--- src/rtl/regfile_port_arbiter.sv ---
// Register file port arbiter.
// Sits between the core pipeline, the debug/host port and a 32x32 register
// file with two synchronous read ports (1-cycle latency) and one write port.
// After reset it sweeps x1..x(NUM_REGS-1) to zero, then shares the ports:
// the core has fixed priority, and debug is protected by a starvation guard
// that stalls the core for one cycle after DBG_STARVE_LIMIT blocked cycles.
//
// Optional feature (macro REGFILE_ARB_BYPASS_EN): read data returned one
// cycle after a read is forwarded from a write made in the same cycle as the
// read, so read data is never stale.
//
// Ports:
//   clk, reset           clock, synchronous active-high reset
//   core_rd_valid/rs1/rs2, core_wr_valid/rd/wdata   core requests
//   core_stall           core requests ignored this cycle (core holds them)
//   core_rvalid, core_rdata1/2                      core read return
//   dbg_req/we/addr/wdata, dbg_ready                debug request/grant
//   dbg_rvalid, dbg_rdata                           debug read return
//   init_done            init sweep complete
//   rf_addr1/2, rf_rdata1/2                         register file read ports
//   rf_addr3, rf_regwrite, rf_datain                register file write port
module regfile_port_arbiter #(
  parameter int DBG_STARVE_LIMIT = 8,
  parameter int NUM_REGS         = 32
) (
  input  logic        clk,
  input  logic        reset,
  input  logic        core_rd_valid,
  input  logic [4:0]  core_rs1,
  input  logic [4:0]  core_rs2,
  input  logic        core_wr_valid,
  input  logic [4:0]  core_rd,
  input  logic [31:0] core_wdata,
  output logic        core_stall,
  output logic        core_rvalid,
  output logic [31:0] core_rdata1,
  output logic [31:0] core_rdata2,
  input  logic        dbg_req,
  input  logic        dbg_we,
  input  logic [4:0]  dbg_addr,
  input  logic [31:0] dbg_wdata,
  output logic        dbg_ready,
  output logic        dbg_rvalid,
  output logic [31:0] dbg_rdata,
  output logic        init_done,
  output logic [4:0]  rf_addr1,
  output logic [4:0]  rf_addr2,
  output logic [4:0]  rf_addr3,
  output logic        rf_regwrite,
  output logic [31:0] rf_datain,
  input  logic [31:0] rf_rdata1,
  input  logic [31:0] rf_rdata2
);

  localparam logic [0:0] ST_INIT = 1'b0;
  localparam logic [0:0] ST_RUN  = 1'b1;
  localparam logic [4:0] LAST_ADDR   = 5'(NUM_REGS - 1);
  localparam logic [7:0] STARVE_LAST = 8'(DBG_STARVE_LIMIT - 1);

  logic [0:0] state_q, state_d;
  logic [4:0] init_cnt_q, init_cnt_d;
  logic       init_done_q, init_done_d;
  logic [7:0] starve_cnt_q, starve_cnt_d;
  logic       force_dbg_q, force_dbg_d;
  logic       core_rvalid_q, core_rvalid_d;
  logic       dbg_rvalid_q, dbg_rvalid_d;

  logic run;
  logic core_rd_acc, core_wr_acc, dbg_rd_gnt, dbg_wr_gnt, dbg_blocked;

  assign run = (state_q == ST_RUN);

  // force_dbg takes both core ports away for one cycle
  assign core_rd_acc = run && core_rd_valid && !force_dbg_q;
  assign core_wr_acc = run && core_wr_valid && !force_dbg_q;
  // Debug only competes for the port type it needs
  assign dbg_rd_gnt  = run && dbg_req && !dbg_we && (!core_rd_valid || force_dbg_q);
  assign dbg_wr_gnt  = run && dbg_req &&  dbg_we && (!core_wr_valid || force_dbg_q);
  assign dbg_blocked = run && dbg_req && !dbg_ready;

  assign dbg_ready   = dbg_rd_gnt || dbg_wr_gnt;
  assign core_stall  = !run || force_dbg_q;
  assign init_done   = init_done_q;
  assign core_rvalid = core_rvalid_q;
  assign dbg_rvalid  = dbg_rvalid_q;

  // Register file port muxing
  always_comb begin
    rf_addr1    = '0;
    rf_addr2    = '0;
    rf_addr3    = '0;
    rf_datain   = '0;
    rf_regwrite = 1'b0;
    if (!run) begin
      rf_regwrite = 1'b1;
      rf_addr3    = init_cnt_q;
    end else begin
      if (core_rd_acc) begin
        rf_addr1 = core_rs1;
        rf_addr2 = core_rs2;
      end else if (dbg_rd_gnt) begin
        rf_addr2 = dbg_addr;
      end
      if (core_wr_acc) begin
        rf_regwrite = 1'b1;
        rf_addr3    = core_rd;
        rf_datain   = core_wdata;
      end else if (dbg_wr_gnt) begin
        rf_regwrite = 1'b1;
        rf_addr3    = dbg_addr;
        rf_datain   = dbg_wdata;
      end
    end
  end

  // Sequencing, starvation guard and read-return tracking
  always_comb begin
    state_d       = state_q;
    init_cnt_d    = init_cnt_q;
    init_done_d   = init_done_q;
    starve_cnt_d  = '0;
    force_dbg_d   = 1'b0;
    core_rvalid_d = core_rd_acc;
    dbg_rvalid_d  = dbg_rd_gnt;
    if (!run) begin
      init_cnt_d = init_cnt_q + 5'd1;
      if (init_cnt_q == LAST_ADDR) begin
        state_d     = ST_RUN;
        init_done_d = 1'b1;
      end
    end
    // Counter clears on any grant or idle request; force lasts one cycle
    if (dbg_blocked) begin
      if (starve_cnt_q == STARVE_LAST) force_dbg_d = 1'b1;
      else                             starve_cnt_d = starve_cnt_q + 8'd1;
    end
  end

  always_ff @(posedge clk) begin
    if (reset) begin
      state_q       <= ST_INIT;
      init_cnt_q    <= 5'd1;
      init_done_q   <= 1'b0;
      starve_cnt_q  <= '0;
      force_dbg_q   <= 1'b0;
      core_rvalid_q <= 1'b0;
      dbg_rvalid_q  <= 1'b0;
    end else begin
      state_q       <= state_d;
      init_cnt_q    <= init_cnt_d;
      init_done_q   <= init_done_d;
      starve_cnt_q  <= starve_cnt_d;
      force_dbg_q   <= force_dbg_d;
      core_rvalid_q <= core_rvalid_d;
      dbg_rvalid_q  <= dbg_rvalid_d;
    end
  end

`ifdef REGFILE_ARB_BYPASS_EN
  // Capture read addresses and the granted write together; on return, a hit
  // on a nonzero written register returns the new data. Debug reads share
  // read port 2, so one comparator covers core port 2 and debug.
  logic [4:0]  rd_addr1_q, rd_addr1_d, rd_addr2_q, rd_addr2_d, byp_addr_q, byp_addr_d;
  logic [31:0] byp_data_q, byp_data_d;
  logic        byp_vld_q, byp_vld_d;
  logic        hit1, hit2;

  always_comb begin
    rd_addr1_d = rf_addr1;
    rd_addr2_d = rf_addr2;
    byp_vld_d  = run && rf_regwrite && (rf_addr3 != 5'd0);
    byp_addr_d = rf_addr3;
    byp_data_d = rf_datain;
  end

  always_ff @(posedge clk) begin
    if (reset) begin
      rd_addr1_q <= '0;
      rd_addr2_q <= '0;
      byp_vld_q  <= 1'b0;
      byp_addr_q <= '0;
      byp_data_q <= '0;
    end else begin
      rd_addr1_q <= rd_addr1_d;
      rd_addr2_q <= rd_addr2_d;
      byp_vld_q  <= byp_vld_d;
      byp_addr_q <= byp_addr_d;
      byp_data_q <= byp_data_d;
    end
  end

  assign hit1        = byp_vld_q && (rd_addr1_q == byp_addr_q);
  assign hit2        = byp_vld_q && (rd_addr2_q == byp_addr_q);
  assign core_rdata1 = hit1 ? byp_data_q : rf_rdata1;
  assign core_rdata2 = hit2 ? byp_data_q : rf_rdata2;
  assign dbg_rdata   = hit2 ? byp_data_q : rf_rdata2;
`else
  assign core_rdata1 = rf_rdata1;
  assign core_rdata2 = rf_rdata2;
  assign dbg_rdata   = rf_rdata2;
`endif

endmodule

--- config.mk ---
export PLATFORM = sky130hd
export DESIGN_NAME = regfile_port_arbiter
export DESIGN_NICKNAME = d
export VERILOG_FILES = /design/src/rtl/regfile_port_arbiter.sv
export SDC_FILE = /design/constraint.sdc
export NUM_CORES = 1
export LEC_CHECK = 0
export BUFFER_PORTS_ARGS = -buffer_cell sky130_fd_sc_hd__buf_2
export CORE_AREA = 2 2 118 120
export DETAILED_ROUTE_END_ITERATION = 10
export DIE_AREA = 0 0 120 122
export GPL_TIMING_DRIVEN = 0
export PLACE_DENSITY = 0.47
export SLEW_MARGIN = 20
export SYNTH_ARGS = -nofsm -noshare
export SYNTH_HDL_FRONTEND = slang
export SYNTH_SLANG_ARGS = --single-unit
export TNS_END_PERCENT = 100
--- constraint.sdc ---
create_clock -name clk -period 1.3 [get_ports clk]
set_input_delay 0.13 -clock clk [delete_from_list [all_inputs] [get_ports clk]]
set_output_delay 0.13 -clock clk [all_outputs]
set_load 0.02 [all_outputs]
# == Word level (Yosys, flattened, before mapping) ==
# Index checks and enable logic that the tools add are counted.
# Widths: inputs -> output; s select.
# op_classes
addsub,2
n_eq_ne,2
muxes,17
n_bitwise,2
reduce_logical,23
# op_table
cell,count
$mux 32,3
$mux 5,8
$logic_and 1x1->1,10
$add 8x1->8 const B,1
$eq 8x3->1 const B,1
$logic_not 1->1,6
$mux 1,6
$add 5x1->5 const B,1
$eq 5x5->1 const B,1
$logic_or 1x1->1,4
$reduce_or 3->1,1
$not 1->1,2
$reduce_and 2->1,1
$reduce_or 2->1,1
# totals
register_bits,18
inputBits,154
out_inout_bits,149
elab_cells,53

# == Logic depth before layout (Yosys ltp) ==
# Gate-level depths: netlist (run 1).
# logic_depth
word_depth,8
mapped_depth,5
depth_no_buf,5

# == Worst setup path after synthesis (run 1) ==
# Ideal clock, no wire load.
# synth_timing
kind,reg-to-output
startpoint,register force_dbg_q
endpoint,output rf_datain[11]
arrival_ns,1.398
t_required_ns,1.170
setup_slack_ns,-0.228
stages_incl_launch_ff,6
n_path_buf,2
cell_sequence,dfxtp_1 -> nand2b_1 -> buf_2 -> buf_1 -> nand3_1 -> a21oi_1
# synth_between
elab_chain_len,5
word_cells_on_any_way,7
cone_classes,mux (3); reduce/logical (4)
# synth_lines
element,line_no,text
from (decl),64,"logic force_dbg_q, force_dbg_d;"
from (signal assigned),153,force_dbg_q <= force_dbg_d;
$logic_or 1x1->1,78,assign dbg_wr_gnt = run && dbg_req && dbg_we && (!core_wr_valid || force_dbg_q);
$logic_and 1x1->1,78,
$mux 32,108,end else if (dbg_wr_gnt) begin
$mux 32 (*),104,if (core_wr_acc) begin
$mux 32 (*),94,if (!run) begin
to (decl),50,"output logic [31:0] rf_datain,"
# Mark *: on every way between the ends. The rest lies on a longest branch, timed or not.

# == Final worst setup path (run 1) ==
# layout_timing
startpoint,register force_dbg_q
endpoint,output rf_datain[22]
# Same word-level chain as after synthesis.

==> flow_metrics.env, run 1 <==
export IMPL_initial_core_util_pct=16.61
export IMPL_setup_viol=57
export IMPL_clock_sinks=18
export IMPL_drt_iter0_drc=78
export IMPL_min_to="dbg_rvalid"
export IMPL_grt_start_max_net_pins=11
export IMPL_rsz0062_at_grt="yes"
export IMPL_core_area_um2=13500
export IMPL_place_congestion=0.7270
export IMPL_worst_slew_pin_slew_ps=449.3
export IMPL_track_usage_pct=12.75
export IMPL_synth_nets=479
export IMPL_total_power_w=0.002365
export IMPL_regToRegStartpoint="run"
export IMPL_worstPathRequired_ps=1170
export IMPL_yosysMostFrequentCell="buf_4"
export IMPL_finalHoldViolCount=0
export IMPL_synth_cells=322
export IMPL_hp_start="dbg_we"
export IMPL_maxSlewHeadroom_pct=70.04
export IMPL_total_leakage_power_nw=2.302
export IMPL_power_density_nw_per_um2=472.7
export IMPL_synth_seq_cells=18
export IMPL_min_path_type="in -> reg"
export IMPL_netlist_top_cells_count="buf_4, nand3_1, nand2_1"
export IMPL_ys_types=35
export IMPL_violations="negative setup slack"
export IMPL_min_delay_path_depth=2
export IMPL_vias_per_cell=4.135
export IMPL_synth_top_area_share_pct=32.12
export IMPL_clock_latency_ps=250
export IMPL_yosysTopAreaCell="buf_4"
export IMPL_grt_pass1_vias=2976
export IMPL_placementRows=43
export IMPL_drc_errors=0
export IMPL_tns_ps=-14190
export IMPL_worst_slack_ps=-299.3
export IMPL_ir_worst_vdd_mv=0.3765
export IMPL_yosys_warnings=0
export IMPL_synth_edff_count=0
export IMPL_crit_path_start_kind="register"
export IMPL_async_reset_ff_share_pct=0
export IMPL_io_pins=303
export IMPL_skew_ps=3.487
export IMPL_cts_buffers=3
export IMPL_die_w_um=120
export IMPL_ant_nets=0
export IMPL_fmax_ghz=0.6253
export IMPL_firstDrtPassIters=4
export IMPL_instances_no_fill=762
export IMPL_post_drt_wl_per_cell_um=14.03
export IMPL_reg2reg_depth=5
export IMPL_place_inst=739
export IMPL_cts_tree="done"
export IMPL_antenna_found_initial=0
export IMPL_n_antenna_cell=0
export IMPL_clockBufferDepth=2
export IMPL_crit_path_end_kind="primary output"
export IMPL_io_buffers=237
export IMPL_finalCritPeriodShare_pct=123.0
export IMPL_ys_top_cells_by_area="buf_4, dfxtp_1, nand3_1"
export IMPL_synth_ff_type="dfxtp_1"
export IMPL_hold_buffers=0
export IMPL_arrival_ps=1470
export IMPL_ctsHtreeMaxLevel=1
export IMPL_grt_pass1_wl_mm=15.17
export IMPL_synth_yosys_seq_area_share_pct=16.06
export IMPL_wirelength_mm=10.69
export IMPL_crit_type="reg -> out"
export IMPL_die_h_um=122
export IMPL_syn_avg_cell_area_um2=6.967
export IMPL_cts_root_buf="clkbuf_16"
export IMPL_drv_cap=0
export IMPL_status="finished with violations"
export IMPL_nets=740
export IMPL_syn2layout_area_growth_pct=123.0
export IMPL_drv_slew=0
export IMPL_worstReg2RegEnd="force_dbg_q"
export IMPL_vias=3151
export IMPL_post_dp_cell_area_um2=4016
export IMPL_die_area_um2=14640
export IMPL_grt_ovfl_total=0
export IMPL_r2r_slack_ps=-210
export IMPL_dp_hpwl_mm=8.476
export IMPL_clkSlewWorstSetupHoldPaths_ps=60
export IMPL_worstPathMaxFanout=10
export IMPL_period_needed_ps=1599
export IMPL_syn_cell_area_um2=2243
export IMPL_drive_above_1_share_pct=82.13
export IMPL_design_area_um2=5004
[how the worst max path moves through the flow]
stage / startpoint / to / slack (ps) / depth (start not counted)
floorplan: starve_cnt_q[7] / starve_cnt_q[1] / -100 / 3
CTS: force_dbg_q / rf_datain[21] / -320 / 6
detailed placement: dbg_we / rf_datain[16] / -520 / 7
finish: force_dbg_q / rf_datain[22] / -300 / 6
global placement: dbg_we / rf_datain[16] / -490 / 7
global route: force_dbg_q / rf_datain[4] / -360 / 6
[flip-flops by register name (all words and copies together), names as in the netlist]
name and count:
starve_cnt_q 8, dbg_rvalid 1, force_dbg_q 1, init_cnt_q 5, core_rvalid 1, run 1
init_done 1
[worst max-delay path: stages (launching register included)]
cell and delay [ps]:
dfxtp_4 390, nand2b_4 150, buf_12 140, buf_12 140, nand3_2 110, a21oi_4 150
buf_6 130
[placed cells by master, fill, tap and decap left out, drive strengths merged]
master,Yosys,routed
buf,105,361
and2,6,6
o21ai,3,3
nor2b,3,3
or3,4,4
nand2b,3,3
and3,1,1
a21oi,33,33
inv,1,1
clkinv,1,1
a22o,5,5
a31oi,5,5
xor2,4,4
a211oi,3,3
nand4b,1,1
ha,3,3
dfxtp,18,18
clkbuf,10,14
nand3,40,40
nor4,2,2
nor2,15,15
xnor2,2,2
nand4,1,1
nor3b,1,1
nand2,40,40
mux2i,3,3
or4,2,2
nor3,7,7
[cell type report]
class	count	area (um^2)
Clock buffer	4	88.84
Timing Repair Buffer	256	1602
Tap cell	180	225.2
Multi-Input combinational cell	187	1714
Fill cell	1388	8501
Sequential cell	18	372.9
Buffer	115	988.4
Inverter	2	12.51
[layer usage]
metal	up-vias	wire length (um)	global-route usage [%]	part of all wire [%]
met5	-	0	0	0
met4	0	82	1.912	0.77
met3	8	644	1.919	6.0
met2	136	5984	24.15	56
met1	1498	3977	15.40	37
li1	1509	-	-	-
[where the power goes]
group / internal (W) / switching, W
clock: 0.000469 / 0.000232
sequential: 0.000563 / 0.0000143
combinational: 0.000523 / 0.000564
total: 0.00156 / 0.000810
[per-stage QoR]
stage | hold slack [ps] | worst slack (ps) | util [%]
after floorplan | 207.3 | -99.01 | -
after global placement | 363.7 | -486.0 | 29.74
after detailed placement | 372.8 | -515.8 | 29.74
after CTS | 130.4 | -322.7 | 34.60
after global routing | 159.0 | -355.3 | 37.05
final | 138.5 | -299.3 | 37.05
[logic make-up (layout without fill, tap and decap cells)]
| kind of cell | count (synthesis) | in the layout | share of synthesized area (%) |
|---|---|---|---|
| simple gates | 126 | 126 | 29.00 |
| buf+inv | 117 | 377 | 36.53 |
| compound gates | 49 | 49 | 13.05 |
| flops | 18 | 18 | 16.06 |
| xor+xnor | 6 | 6 | 2.342 |
| fa+ha+maj | 3 | 3 | 1.673 |
| mux | 3 | 3 | 1.339 |
[timing repair]
| action | in CTS | in global routing |
|---|---|---|
| cloned | 3 | 0 |
| buffers inserted | 14 | 3 |
| pin swaps | 4 | 18 |
| setup endpoints to repair | 58 | 59 |
| resized for setup | 113 | 80 |
Note: power is estimated with default switching activity, not from simulation.
==> run 2, diff against run 1 <==
--- a/config.mk
+++ b/config.mk
@@ -5,7 +5,7 @@
 export SDC_FILE = /design/constraint.sdc
 export NUM_CORES = 1
 export LEC_CHECK = 0
-export BUFFER_PORTS_ARGS = -buffer_cell sky130_fd_sc_hd__buf_2
+export BUFFER_PORTS_ARGS = -buffer_cell sky130_fd_sc_hd__buf_4
 export CORE_AREA = 2 2 118 120
 export DETAILED_ROUTE_END_ITERATION = 10
 export DIE_AREA = 0 0 120 122
==> run 2 against run 1 <==
The flow still finishes with violations (negative setup slack). Register-to-register slack improved by 60 ps. Non-clock buffer count did not move. Fmax rose by 1.2%. Sequential power barely moved. Core utilization rose by 4.4 points. Critical path depth did not move. Worst hold slack got worse by 44 ps. Count of clock-buffer cells in the layout did not move. Wire length rose by 5.7%.
==> flow_metrics.env, run 2 (synthesis results as in run 1) <==
export IMPL_cp_slowest_cell="dfxtp_4"
export IMPL_worst_slack_ps=-280.9
export IMPL_clockBufferDepth=2
export IMPL_place_congestion=0.7545
export IMPL_fillers=1354
export IMPL_intPower_w=0.001751
export IMPL_io_pins=303
export IMPL_tns_ps=-12740
export IMPL_crit_path_start_kind="register"
export IMPL_worstPathMaxFanout=7
export IMPL_initial_core_util_pct=16.61
export IMPL_grt_pass1_vias=2938
export IMPL_final_cell_mix="buf_4, buf_6, a21oi_4"
export IMPL_design_area_um2=5602
export IMPL_ir_worst_vdd_mv=0.3581
export IMPL_crit_type="reg -> out"
export IMPL_met2WireLength_mm=6.326
export IMPL_status="finished with violations"
export IMPL_drive_above_1_share_pct=83.68
export IMPL_top_regs="starve_cnt_q (8), init_cnt_q (5)"
export IMPL_comb_power_share_pct=50.8
export IMPL_io_buffers=237
export IMPL_p_clk_share_pct=26.7
export IMPL_post_drt_wl_per_cell_um=14.82
export IMPL_rsz0062_at_grt="yes"
export IMPL_largest_reg_flops=8
export IMPL_power_density_nw_per_um2=460.5
export IMPL_critPathMaxStageDelay_ps=370
export IMPL_grt_pass1_wl_mm=15.99
export IMPL_syn2layout_area_growth_pct=149.7
export IMPL_hp_start="dbg_we"
export IMPL_fin_util_pct=41.48
export IMPL_cts_root_buf="clkbuf_16"
export IMPL_firstDrtPassIters=4
export IMPL_crit_path_end_kind="primary output"
export IMPL_wirelength_mm=11.29
export IMPL_maxSlewHeadroom_pct=70.50
export IMPL_grt_ovfl_total=0
export IMPL_period_needed_ps=1581
export IMPL_n_antenna_cell=0
export IMPL_largest_register="starve_cnt_q"
export IMPL_post_dp_cell_area_um2=4609
export IMPL_dp_hpwl_mm=8.985
export IMPL_placementRows=43
export IMPL_p_sw_w=0.0008289
export IMPL_cts_tree="done"
export IMPL_drc_errors=0
export IMPL_wl_met1_mm=4.232
export IMPL_grt_start_max_net_pins=11
export IMPL_skew_ps=2.785
export IMPL_worstPathRequired_ps=1170
export IMPL_antenna_found_initial=0
export IMPL_wl_met3_um=711
export IMPL_vias_per_cell=3.980
export IMPL_core_area_um2=13500
export IMPL_r2r_slack_ps=-150
export IMPL_ctsHtreeMaxLevel=1
export IMPL_nets=740
export IMPL_vias=3033
export IMPL_cts_buffers=3
export IMPL_worst_slew_pin_slew_ps=442.4
export IMPL_total_leakage_power_nw=2.491
export IMPL_min_path_type="in -> reg"
export IMPL_hold_buffers=0
export IMPL_setup_worst_path_start="force_dbg_q"
export IMPL_dp_slack_ps=-437.2
export IMPL_setup_viol=57
export IMPL_finalHoldViolCount=0
export IMPL_finalCritPeriodShare_pct=121.6
export IMPL_clkSlewWorstSetupHoldPaths_ps=60
export IMPL_pwr_share_seq_pct=22.5
export IMPL_violations="negative setup slack"
export IMPL_ant_nets=0
export IMPL_layout_commonest_cell="buf_4"
export IMPL_regToRegStartpoint="force_dbg_q"
export IMPL_die_w_um=120
export IMPL_fmax_ghz=0.6325
export IMPL_drt_iter0_drc=116
export IMPL_arrival_ps=1450
export IMPL_clock_latency_ps=250
export IMPL_track_usage_pct=13.59
export IMPL_clock_sinks=18
export IMPL_switching_share_pct=32.13
export IMPL_die_area_um2=14640
export IMPL_drv_slew=0
export IMPL_top_layer="met4"
export IMPL_drv_cap=0
export IMPL_die_h_um=122
export IMPL_crit_chain="nand2b_4 -> buf_12 -> buf_8 -> nand3_2 -> a21oi_4 -> buf_6"
run 2: final cells by class:
| cell class | count | area [um^2] | share of cell area [%] |
|---|---|---|---|
| inverter | 2 | 12.51 | 0.2234 |
| timing repair buffer | 256 | 2161 | 38.57 |
| clock buffer | 4 | 88.84 | 1.586 |
| multi-input combinational | 187 | 1767 | 31.54 |
| buffer | 115 | 974.7 | 17.40 |
| tap | 180 | 225.2 | 4.021 |
| sequential | 18 | 372.9 | 6.656 |
run 2: stage by stage:
stage / hold slack, ps / std cells / total power, W
CTS: 93.52 / 760 / 0.002530
detailed placement: 343.3 / 739 / 0.001722
global placement: 340.6 / 739 / 0.001713
finish: 94.55 / 762 / 0.002580
global route: 104.4 / 762 / 0.002705
floorplan: 207.3 / 322 / 0.001212
run 2: worst max-delay path: cells and delay by family, from the launching register on:
kind	cells	cell delay, ps
AOI/OAI and AO/OA	1	170
DFF	1	370
and+or+nand+nor	2	240
buffers and inverters	3	410
run 2: power groups by stage:
stage	combinational (W)	clock, W	sequential [W]
2_1_floorplan	0.000625	0	0.000587
3_3_place_gp	0.00112	0	0.000590
3_5_place_dp	0.00113	0	0.000591
4_1_cts	0.00125	0.000700	0.000577
5_1_grt	0.00139	0.000733	0.000582
6_report	0.00131	0.000689	0.000580
run 2: path summary, 6_finish.rpt:
| path | to | cells past startpoint |
|---|---|---|
| min reg2reg | starve_cnt_q[0] | 1 |
| max reg2reg | force_dbg_q | 4 |
| max | rf_datain[27] | 6 |
| min | dbg_rvalid | 2 |
run 2: per-layer routing:
| layer | up-vias | GRT usage [%] |
|---|---|---|
| met5 | - | 0 |
| met4 | 0 | 1.838 |
| met3 | 5 | 2.200 |
| met2 | 118 | 25.78 |
| met1 | 1395 | 16.38 |
| li1 | 1515 | - |
run 2: repair_timing:
action | in CTS | in global routing
gates resized for setup | 118 | 57
endpoints found under the setup margin | 58 | 59
buffers inserted | 14 | 1
pin swaps | 12 | 29
gates cloned | 3 | 2
